==> src/rtl/sram_load_ctrl_pkg.sv <==
// Shared types and defaults for the SRAM load/read-back sequencer.
package sram_load_ctrl_pkg;

    localparam int unsigned DEF_DW    = 32;
    localparam int unsigned DEF_AW    = 9;
    localparam int unsigned DEF_DEPTH = 512;
    localparam int unsigned RD_LAT    = 3;

    typedef enum logic [2:0] {
        IDLE,
        LOAD,
        TURN,
        RD_FIRST,
        RD_STEP,
        FLUSH,
        DONE
    } state_t;

endpackage

==> src/rtl/sram_load_ctrl_counter.sv <==
// Loadable up/down counter with a compare-based terminal-count flag.
module ld_counter #(
    parameter int unsigned W = 10
) (
    input  logic         clk,
    input  logic         rst_n,
    input  logic         load,
    input  logic [W-1:0] load_val,
    input  logic         en,
    input  logic         up,
    input  logic [W-1:0] tc_val,
    output logic [W-1:0] cnt,
    output logic         tc_c
);

    always_ff @(posedge clk or negedge rst_n) begin
        if (!rst_n) begin
            cnt <= '0;
        end else if (load) begin
            cnt <= load_val;
        end else if (en) begin
            cnt <= up ? cnt + W'(1) : cnt - W'(1);
        end
    end

    assign tc_c = (cnt == tc_val);

endmodule

==> src/rtl/sram_load_ctrl.sv <==
// Loads a framed word stream into the word SRAM, then sequences the
// descending read-back and signals when the downstream sum has settled.
module sram_load_ctrl
    import sram_load_ctrl_pkg::*;
#(
    parameter int unsigned DW    = DEF_DW,
    parameter int unsigned AW    = DEF_AW,
    parameter int unsigned DEPTH = DEF_DEPTH
) (
    input  logic          clk,
    input  logic          rst_n,
    input  logic          in_valid,
    input  logic [DW-1:0] in_data,
    input  logic          in_last,
    output logic          in_ready,
    output logic          SRAM_we,
    output logic [AW-1:0] waddr,
    output logic [DW-1:0] din,
    output logic          sel,
    output logic          first,
    output logic          SRAM_re,
    output logic          addr_minus_en,
    output logic [AW:0]   frame_len,
    output logic          done,
    output logic          ovf
);

    localparam int unsigned CW = AW + 1;

    state_t          state, state_nx;
    logic            accept;
    logic            w_load, w_en, r_load, r_en, set_ovf;
    logic [CW-1:0]   wcnt, rcnt, r_load_val;
    logic            wcnt_tc, rcnt_tc;

    assign accept = in_valid & in_ready;

    // Words accepted so far in the current frame.
    ld_counter #(.W(CW)) u_wcnt (
        .clk      (clk),
        .rst_n    (rst_n),
        .load     (w_load),
        .load_val (CW'(1)),
        .en       (w_en),
        .up       (1'b1),
        .tc_val   (CW'(DEPTH - 1)),
        .cnt      (wcnt),
        .tc_c     (wcnt_tc)
    );

    // Remaining read-step cycles, then reused for the flush wait.
    ld_counter #(.W(CW)) u_rcnt (
        .clk      (clk),
        .rst_n    (rst_n),
        .load     (r_load),
        .load_val (r_load_val),
        .en       (r_en),
        .up       (1'b0),
        .tc_val   (CW'(1)),
        .cnt      (rcnt),
        .tc_c     (rcnt_tc)
    );

    always_ff @(posedge clk or negedge rst_n) begin
        if (!rst_n) begin
            state <= IDLE;
        end else begin
            state <= state_nx;
        end
    end

    always_comb begin
        state_nx   = state;
        w_load     = 1'b0;
        w_en       = 1'b0;
        r_load     = 1'b0;
        r_en       = 1'b0;
        r_load_val = '0;
        set_ovf    = 1'b0;
        case (state)
            IDLE: begin
                if (accept) begin
                    w_load   = 1'b1;
                    state_nx = in_last ? TURN : LOAD;
                end
            end
            LOAD: begin
                if (accept) begin
                    w_en = 1'b1;
                    if (in_last) begin
                        state_nx = TURN;
                    end else if (wcnt_tc) begin
                        state_nx = TURN;
                        set_ovf  = 1'b1;
                    end
                end
            end
            TURN: state_nx = RD_FIRST;
            RD_FIRST: begin
                r_load = 1'b1;
                if (frame_len > CW'(1)) begin
                    state_nx   = RD_STEP;
                    r_load_val = frame_len - CW'(1);
                end else begin
                    state_nx   = FLUSH;
                    r_load_val = CW'(RD_LAT);
                end
            end
            RD_STEP: begin
                if (rcnt_tc) begin
                    state_nx   = FLUSH;
                    r_load     = 1'b1;
                    r_load_val = CW'(RD_LAT);
                end else begin
                    r_en = 1'b1;
                end
            end
            FLUSH: begin
                if (rcnt_tc) begin
                    state_nx = DONE;
                end else begin
                    r_en = 1'b1;
                end
            end
            DONE:    state_nx = IDLE;
            default: state_nx = IDLE;
        endcase
    end

    // Read-side controls show each state's decode one cycle later, so the
    // last write strobe gets its own cycle before the turnaround.
    always_ff @(posedge clk or negedge rst_n) begin
        if (!rst_n) begin
            in_ready      <= 1'b1;
            SRAM_we       <= 1'b0;
            waddr         <= '0;
            din           <= '0;
            sel           <= 1'b0;
            first         <= 1'b0;
            SRAM_re       <= 1'b0;
            addr_minus_en <= 1'b0;
            frame_len     <= '0;
            done          <= 1'b0;
            ovf           <= 1'b0;
        end else begin
            in_ready      <= (state_nx == IDLE) || (state_nx == LOAD);
            SRAM_we       <= accept;
            if (accept) begin
                din   <= in_data;
                waddr <= (state == IDLE) ? '0 : wcnt[AW-1:0];
            end
            sel           <= (state == TURN) || (state == RD_FIRST) ||
                             (state == RD_STEP) || (state == FLUSH);
            first         <= (state == RD_FIRST);
            SRAM_re       <= (state == RD_FIRST) || (state == RD_STEP);
            addr_minus_en <= (state == RD_STEP);
            done          <= (state == DONE);
            if (state == TURN) begin
                frame_len <= wcnt;
            end
            if (set_ovf) begin
                ovf <= 1'b1;
            end
        end
    end

endmodule
==> config.mk <==
export PLATFORM = sky130hd
export DESIGN_NAME = sram_load_ctrl
export DESIGN_NICKNAME = d
export VERILOG_FILES = /design/src/rtl/sram_load_ctrl_pkg.sv /design/src/rtl/sram_load_ctrl_counter.sv /design/src/rtl/sram_load_ctrl.sv
export SDC_FILE = /design/constraint.sdc
export NUM_CORES = 1
export LEC_CHECK = 0
export CORE_ASPECT_RATIO = 2
export CORE_MARGIN = 2
export CORE_UTILIZATION = 53
export CTS_CLUSTER_DIAMETER = 200
export DETAILED_ROUTE_END_ITERATION = 6
export PLACE_DENSITY = 0.86
export SLEW_MARGIN = 20
export SYNTH_ARGS = -nofsm -noshare
export SYNTH_HDL_FRONTEND = slang
export SYNTH_SLANG_ARGS = --single-unit
==> constraint.sdc <==
create_clock -name clk -period 6.7 [get_ports clk]
set_clock_uncertainty 0.05 [all_clocks]
set_input_delay 1.34 -clock clk [delete_from_list [all_inputs] [get_ports clk]]
set_output_delay 1.34 -clock clk [all_outputs]
set_load 0.1 [all_outputs]
### Yosys cells after proc, flatten, opt, wreduce, memory -nomap -nowiden

Cells that the tools add are included.
W data, S select, Z words.

* flip-flop bits (word level): 82
* bits of input ports: 36
* logic and storage cells: 66

* add/subtract/negate cells: 3
* order comparisons: 1
* eq/ne operators: 9
* muxes and demuxes: 28
* bitwise logic cells: 1
* reduce and logical (&&, ||, !) cells: 10

Operators with widths (count)
* $mux W10: 5
* $pmux W10 S2: 1
* $sub A10 B1 Y10 const B: 2
* $mux W3: 6
* $pmux W3 S6: 1
* $mux W1: 11
* $add A10 B1 Y10 const B: 1
* $eq A10 B1 Y1 const B: 1
* $eq A10 B9 Y1 const B: 1
* $gt A10 B1 Y1 const B: 1
* $eq A3 B3 Y1 const B: 3
* $mux W9: 1
* $eq A3 B1 Y1 const B: 2
* $eq A3 B2 Y1 const B: 2
* $logic_not A3 Y1: 2
* $logic_or A1 B1 Y1: 5
* $mux W2: 2
* $reduce_bool A2 Y1: 2
* $pmux W1 S2: 1
* $reduce_or A2 Y1: 1
* $and A1 B1 Y1: 1

### Depth between registers and ports, before layout

Gate-level depths: netlist of the first run.

* depth after elaboration: 7
* gate-level depth with buffers: 9
* depth with buffers taken out: 7

### By module

A second synthesis of the first run with hierarchy kept.

* cells, all modules: 514
* area total of the unflattened synthesis: 4733.3 µm²

By module, submodules not included
* sram_load_ctrl: times used 1, cells each 286, area each 2661.3 µm², seq. area each 1552.7 µm²
* ld_counter: times used 2, cells each 114, area each 1036.0 µm², seq. area each 250.2 µm²

### Least setup slack after synthesis of the first run

Ideal clock, no wire load.

* path kind: register to register
* start point: register frame_len[0]
* end point: register u_rcnt.cnt[5]
* setup time: 0.066 ns
* data arrival time: 2.415 ns
* data required time: 6.584 ns
* path slack: 4.169 ns
* stages on the path, launching flop included: 8
* buffers on the path: 0
* path through: dfrtp_1 inv_1 ha_1 or2_2 and3_1 or3_1 a21oi_1 a221o_1

* cells in the longest elaborated chain, start to end: 4

Ends and longest elaborated chain
* start: declaration: line sram_load_ctrl.sv:23 `output logic [AW:0] frame_len,`
* start signal: assignment: line sram_load_ctrl.sv:159 `frame_len <= wcnt;`
* $sub A10 B1 Y10 / $gt A10 B1 Y1 (equally long branches): line sram_load_ctrl.sv:103, sram_load_ctrl.sv:101
* $mux W10 (*): line sram_load_ctrl.sv:101 `if (frame_len > CW'(1)) begin`
* $pmux W10 S2 (*): line sram_load_ctrl.sv:80 `case (state)`
* $mux W10 (*): line sram_load_ctrl_counter.sv:19 `end else if (load) begin`
* end signal: assignment: line sram_load_ctrl_counter.sv:20 `cnt <= load_val;`
* end signal: assignment: line sram_load_ctrl_counter.sv:22 `cnt <= up ? cnt + W'(1) : cnt - W'(1);`
* end: declaration: line sram_load_ctrl_counter.sv:12 `output logic [W-1:0] cnt,`

Mark *: on every way between the ends. The rest lies on a longest branch, timed or not.
A chain may end at the register's enable or synchronous reset.

### Worst setup path in the final report of the first run

* start point: register in_ready
* end point: output in_ready

RTL lines
* start: declaration: line sram_load_ctrl.sv:15 `output logic in_ready,`
* start signal: assignment: line sram_load_ctrl.sv:146 `in_ready <= (state_nx == IDLE) || (state_nx == LOAD);`

No word-level cell between the ends.

==> metrics.md, run 1 <==
| Metric | Value |
|---|---|
| Status | `finished, final reports clean` |
| Layout cells sized above 1 | `0.161` |
| WS Path Type | `reg -> out` |
| Initial antenna violation count | `0` |
| Synth Flop Type | `dfrtp_1` |
| Initial Utilization | `0.540` |
| Worst relative slew slack | `0.312` |
| Fillers | `505` |
| Post-synthesis cell count | `319` |
| Core region area | `6890 um^2` |
| Post-Syn Nets | `360` |
| CP max FO | `3` |
| Synth Area in Compound Gates | `0.0993` |
| Xor/xnor share of the synthesized area | `0.0283` |
| WP buf/inv | `1` |
| Delay-heaviest family, CP | `buffers and inverters` |
| CP startpoint kind | `register` |
| Root Driver | `clkbuf_16` |
| Avg WL per Cell | `18.4 um` |
| Fmax | `291 MHz` |
| Synth cell types | `48` |
| Post-synthesis register bit count | `82` |
| Mapped Area | `3720 um^2` |
| Mapped Avg Cell Area | `11.7 um^2` |
| Async SR Flop Fraction | `1.00` |
| Adder-cell share of the synthesized area | `0.0168` |
| DRC | `0` |
| Final Cycle Share | `0.513` |
| Largest family of logic cells by synthesized area | `simple AND/OR/NAND/NOR gates` |
| Wire length of the first global-routing pass | `14900 um` |
| Port buffer count | `94` |
| Die height | `122 um` |
| Clock sinks | `82` |
| CP Cell Sequence | `clkdlybuf4s50_1` |
| Final ANT Viol Nets | `0` |
| Hold Crit Class | `reg -> reg` |
| Gpl congestion | `0.942` |
| DRT Pass-1 Iters | `4` |
| Final WL | `9280 um` |
| DRT iter0 DRCs | `260` |
| Simple-Gate Fraction of Synth Area | `0.146` |
| CP required | `5.31 ns` |
| Num ports | `95` |
| RSZ-0062 raised after global routing | `false` |
| Worst Setup End Kind | `primary output` |
| TNS Setup | `0 ns` |
| Crit-path max cell delay | `1.14 ns` |
| PostCTS Resize Cnt | `0` |
| Largest net degree at the start of global routing | `83` |
| Sequential share of the synthesized area | `0.552` |
| Num CTS Buffers | `9` |
| CTS tree | `done` |
| Slew at the pin closest to its max-slew limit | `1.03 ns` |
| Highest-count cells in the layout ignoring fill and taps | `clkdlybuf4s50_1, dfrtp_1, mux2_2, nor2_1, nand2_1` |
| Clk buf depth | `2` |
| Max-cap viol count | `0` |
| Antenna diode count | `0` |
| Vias in the first global route | `3037` |
| Die X | `63.2 um` |
| Commonest non-fill, non-tap cell in the layout | `clkdlybuf4s50_1` |
| Total gr overflow | `0` |
| Final Hold Fails | `0` |
| Setup violators final | `0` |
| Final Critical Period | `3.44 ns` |
| Row cnt | `43` |
| Slowest library cell on the worst path | `clkdlybuf4s50_1` |
| Hold_buf cts | `0` |
| Ys Warns | `0` |
| Die area | `7740 um^2` |
| Total GRT Usage | `0.258` |
| Worst-path clk slew | `0.06 ns` |
| Post-synth EDFFs | `0` |
| Postcts setup bufs | `0` |
| Vias | `2933` |
| H-tree Lvls | `3` |
| Via/cell ratio | `5.81` |
| Fin. max-slew vios | `0` |
| Skew-Pair Late Insertion Delay | `0.34 ns` |
| Data arrival time of the worst path | `2.05 ns` |
| Nets@finish | `451` |
| DP Wirelength | `6630 um` |
| Area delta synth->final | `33.8%` |
| Proportion of synthesized area in mux cells | `0.127` |
[path summary, 6_finish.rpt]
path,from,to,slack [ns],depth (start not counted)
hold reg to reg,ovf$_DFFE_PN0P_,ovf$_DFFE_PN0P_,0.41,1
min in group asynchronous,rst_n,SRAM_we$_DFF_PN0_,0.99,1
hold / removal,ovf$_DFFE_PN0P_,ovf$_DFFE_PN0P_,0.41,1
setup / recovery,in_ready$_DFF_PN1_,in_ready,3.26,1
setup reg to reg,u_rcnt.cnt[1]$_DFFE_PN0P_,u_rcnt.cnt[9]$_DFFE_PN0P_,4.08,7
max in group asynchronous,rst_n,frame_len[3]$_DFFE_PN0P_,5.13,1
[through the flow]
step	instances	utilization	setup slack [ns]	cell area, um^2	hold WS, ns
final	505	0.723	3.26	4980	0.409
after global routing	505	0.723	3.22	4980	0.430
after global placement	489	0.682	2.72	4700	0.393
after CTS	505	0.722	2.98	4970	0.411
after detailed placement	489	0.682	2.61	4700	0.398
after floorplan	319	-	4.17	3720	0.446
[final cells by class]
class                   instances  area (um^2)  area share
well taps                      90          113      0.0226
clock inverters                 4         27.5     0.00553
clock buffers                  12          246      0.0495
repair buffers                 94          942       0.189
inverters                      11         41.3     0.00830
flip-flops and latches         82         2050       0.413
multi-input cells             212         1550       0.312
[cell families after synthesis]
group,Yosys count
and+or+nand+nor,100
buffers and inverters,25
xor gates and xnor gates,12
AOI/OAI and AO/OA,53
DFF,82
muxes,42
adders and majority gates,5
[sequential cells by signal, summed over array words and instances (netlist names)]
signal,cells
in_ready,1
frame_len,10
done,1
din,32
SRAM_we,1
addr_minus_en,1
state,3
SRAM_re,1
ovf,1
u_wcnt.cnt,10
u_rcnt.cnt,10
sel,1
first,1
waddr,9
[synth_stat cells, types with 3 or more instances]
cell type / number / area share
dfrtp_1: 81 / 0.55
mux2_2: 41 / 0.12
nor2_1: 21 / 0.021
nand2_1: 16 / 0.016
nor3_1: 14 / 0.019
o21ai_0: 14 / 0.019
a22o_1: 13 / 0.031
inv_1: 10 / 0.010
nand3_1: 10 / 0.013
a21oi_1: 8 / 0.011
xnor2_1: 8 / 0.019
nor4_1: 7 / 0.012
clkbuf_1: 6 / 0.0061
ha_1: 5 / 0.017
nand2b_1: 5 / 0.0084
or2_2: 5 / 0.0084
xor2_1: 4 / 0.0094
and3_1: 3 / 0.0050
buf_1: 3 / 0.0030
buf_2: 3 / 0.0040
nand3b_1: 3 / 0.0061
o32ai_1: 3 / 0.0071
or3_1: 3 / 0.0050
[metal layers]
metal,track usage,part of all wire
met5,0,0
met4,0.198,0.058
met3,0.0431,0.038
met2,0.453,0.56
met1,0.272,0.34
Power of run 1 is left out: the tool's default activity adds up to more than one toggle a clock period on the data nets, which glitch-free logic cannot reach.
==> run 2, diff against run 1 <==
--- a/config.mk
+++ b/config.mk
@@ -7,10 +7,10 @@
 export LEC_CHECK = 0
 export CORE_ASPECT_RATIO = 2
 export CORE_MARGIN = 2
-export CORE_UTILIZATION = 53
+export CORE_UTILIZATION = 49
 export CTS_CLUSTER_DIAMETER = 200
 export DETAILED_ROUTE_END_ITERATION = 6
-export PLACE_DENSITY = 0.86
+export PLACE_DENSITY = 0.8
 export SLEW_MARGIN = 20
 export SYNTH_ARGS = -nofsm -noshare
 export SYNTH_HDL_FRONTEND = slang
==> constraint.sdc (replaced) <==
create_clock -name clk -period 3.32 [get_ports clk]
set_clock_uncertainty 0.05 [all_clocks]
set_input_delay 0.664 -clock clk [delete_from_list [all_inputs] [get_ports clk]]
set_output_delay 0.664 -clock clk [all_outputs]
set_load 0.1 [all_outputs]
==> run 2 against run 1 <==
Net effect: first-iteration DRC count is 23% lower; core utilization fell by 7.1 points; routed wire length fell by 10%; critical path type is now reg -> reg.
==> metrics.md, run 2 (same netlist as run 1, synthesis figures left out) <==
| Metric | Value |
|---|---|
| Status | `finished, final reports clean` |
| Vias in the first global route | `2845` |
| DP Wirelength | `5960 um` |
| Die height | `127 um` |
| Clk buf depth | `2` |
| Die area | `8340 um^2` |
| Num CTS Buffers | `9` |
| Max-cap viol count | `0` |
| Fillers | `589` |
| Num ports | `95` |
| CTS tree | `done` |
| Worst relative slew slack | `0.529` |
| Fmax | `406 MHz` |
| Hold_buf cts | `0` |
| RSZ-0062 raised after global routing | `false` |
| DRT iter0 DRCs | `200` |
| Antenna diode count | `0` |
| Setup violators final | `0` |
| H-tree Lvls | `3` |
| DRT Pass-1 Iters | `5` |
| Final Hold Fails | `0` |
| Max reg flops | `32` |
| DRC | `0` |
| Reg with most FFs | `din` |
| Final ANT Viol Nets | `0` |
| Fin. max-slew vios | `0` |
| Die X | `65.6 um` |
| CP max FO | `6` |
| Final Cycle Share | `0.742` |
| FF-to-FF setup slack | `0.86 ns` |
| Total gr overflow | `0` |
| Final Critical Period | `2.46 ns` |
| Nets@finish | `452` |
| Skew-Pair Late Insertion Delay | `0.33 ns` |
| Hold Crit Class | `in -> async` |
| Vias | `2853` |
| Data arrival time of the worst path | `2.63 ns` |
| CP required | `3.49 ns` |
| Core region area | `7490 um^2` |
| PostCTS Resize Cnt | `0` |
| Port buffer count | `94` |
| WS Path Type | `reg -> reg` |
| CP startpoint kind | `register` |
| Largest net degree at the start of global routing | `83` |
| Gpl congestion | `0.879` |
| Layout cells sized above 1 | `0.308` |
| Initial antenna violation count | `0` |
| Commonest non-fill, non-tap cell in the layout | `dfrtp_1` |
| Highest-count cells in the layout ignoring fill and taps | `dfrtp_1, buf_4, mux2_2, clkdlybuf4s50_1, nor2_1` |
| Root Driver | `clkbuf_16` |
| Worst-path clk slew | `0.06 ns` |
| Avg WL per Cell | `16.4 um` |
| Clock sinks | `82` |
| Slew at the pin closest to its max-slew limit | `0.706 ns` |
| Via/cell ratio | `5.59` |
| Area delta synth->final | `31.2%` |
| Wire length of the first global-routing pass | `13500 um` |
| Total GRT Usage | `0.210` |
| Final WL | `8350 um` |
| Initial Utilization | `0.497` |
| Worst Setup End Kind | `register` |
| Postcts setup bufs | `0` |
| TNS Setup | `0 ns` |
| Row cnt | `45` |
==> run 2: changes by cell type in the layout (fill, tap and decap cells not counted) <==
cell / change
inv_2: -1
clkbuf_1: -2
clkdlybuf4s50_1: -59
inv_6: +2
buf_4: +60
clkinv_1: +1
clkbuf_8: +1
bufinv_16: +1
clkinvlp_4: -2
==> run 2: final timing paths <==
path	from	end	cells after the start
max	u_rcnt.cnt[1]$_DFFE_PN0P_	u_rcnt.cnt[9]$_DFFE_PN0P_	7
min	rst_n	din[19]$_DFFE_PN0P_	1
min reg2reg	ovf$_DFFE_PN0P_	ovf$_DFFE_PN0P_	1
max in group asynchronous	rst_n	frame_len[9]$_DFFE_PN0P_	1
max reg2reg	u_rcnt.cnt[1]$_DFFE_PN0P_	u_rcnt.cnt[9]$_DFFE_PN0P_	7
min in group clk	ovf$_DFFE_PN0P_	ovf$_DFFE_PN0P_	1
==> run 2: area by class of cell <==
class                           count  area (um^2)  share of cell area
Clock buffer                       11          253              0.0518
Clock inverter                      5         60.1              0.0123
Inverter                           11         41.3             0.00846
Multi-Input combinational cell    212         1550               0.318
Sequential cell                    82         2050               0.421
Tap cell                           94          118              0.0241
Timing Repair Buffer               95          802               0.164
==> run 2: metal layers <==
layer | GRT usage | part of all wire | wire length (um)
met1 | 0.271 | 0.42 | 3470
met2 | 0.339 | 0.51 | 4220
met3 | 0.0414 | 0.059 | 493
met4 | 0.0968 | 0.020 | 167
met5 | 0 | 0 | 0
==> run 2: worst max-delay path, stage by stage (launching register included) <==
cell	delay [ns]
dfrtp_1	0.38
inv_1	0.11
ha_1	0.17
nor4b_1	0.52
a41oi_1	0.31
nor2_2	0.30
nor3_1	0.14
a311o_1	0.36
==> run 2: metrics by stage <==
step           utilization  instances  worst slack [ns]  instance area [um^2]  hold WS, ns
4_1_cts              0.651        510             0.866                  4880        0.422
6_report             0.652        510             0.858                  4880        0.312
3_5_place_dp         0.609        494             0.695                  4560        0.405
5_1_grt              0.652        510             0.688                  4880        0.383
3_3_place_gp         0.609        494             0.752                  4560        0.398
2_1_floorplan            -        319             0.789                  3720        0.318
Power of run 2 is left out for the same reason.
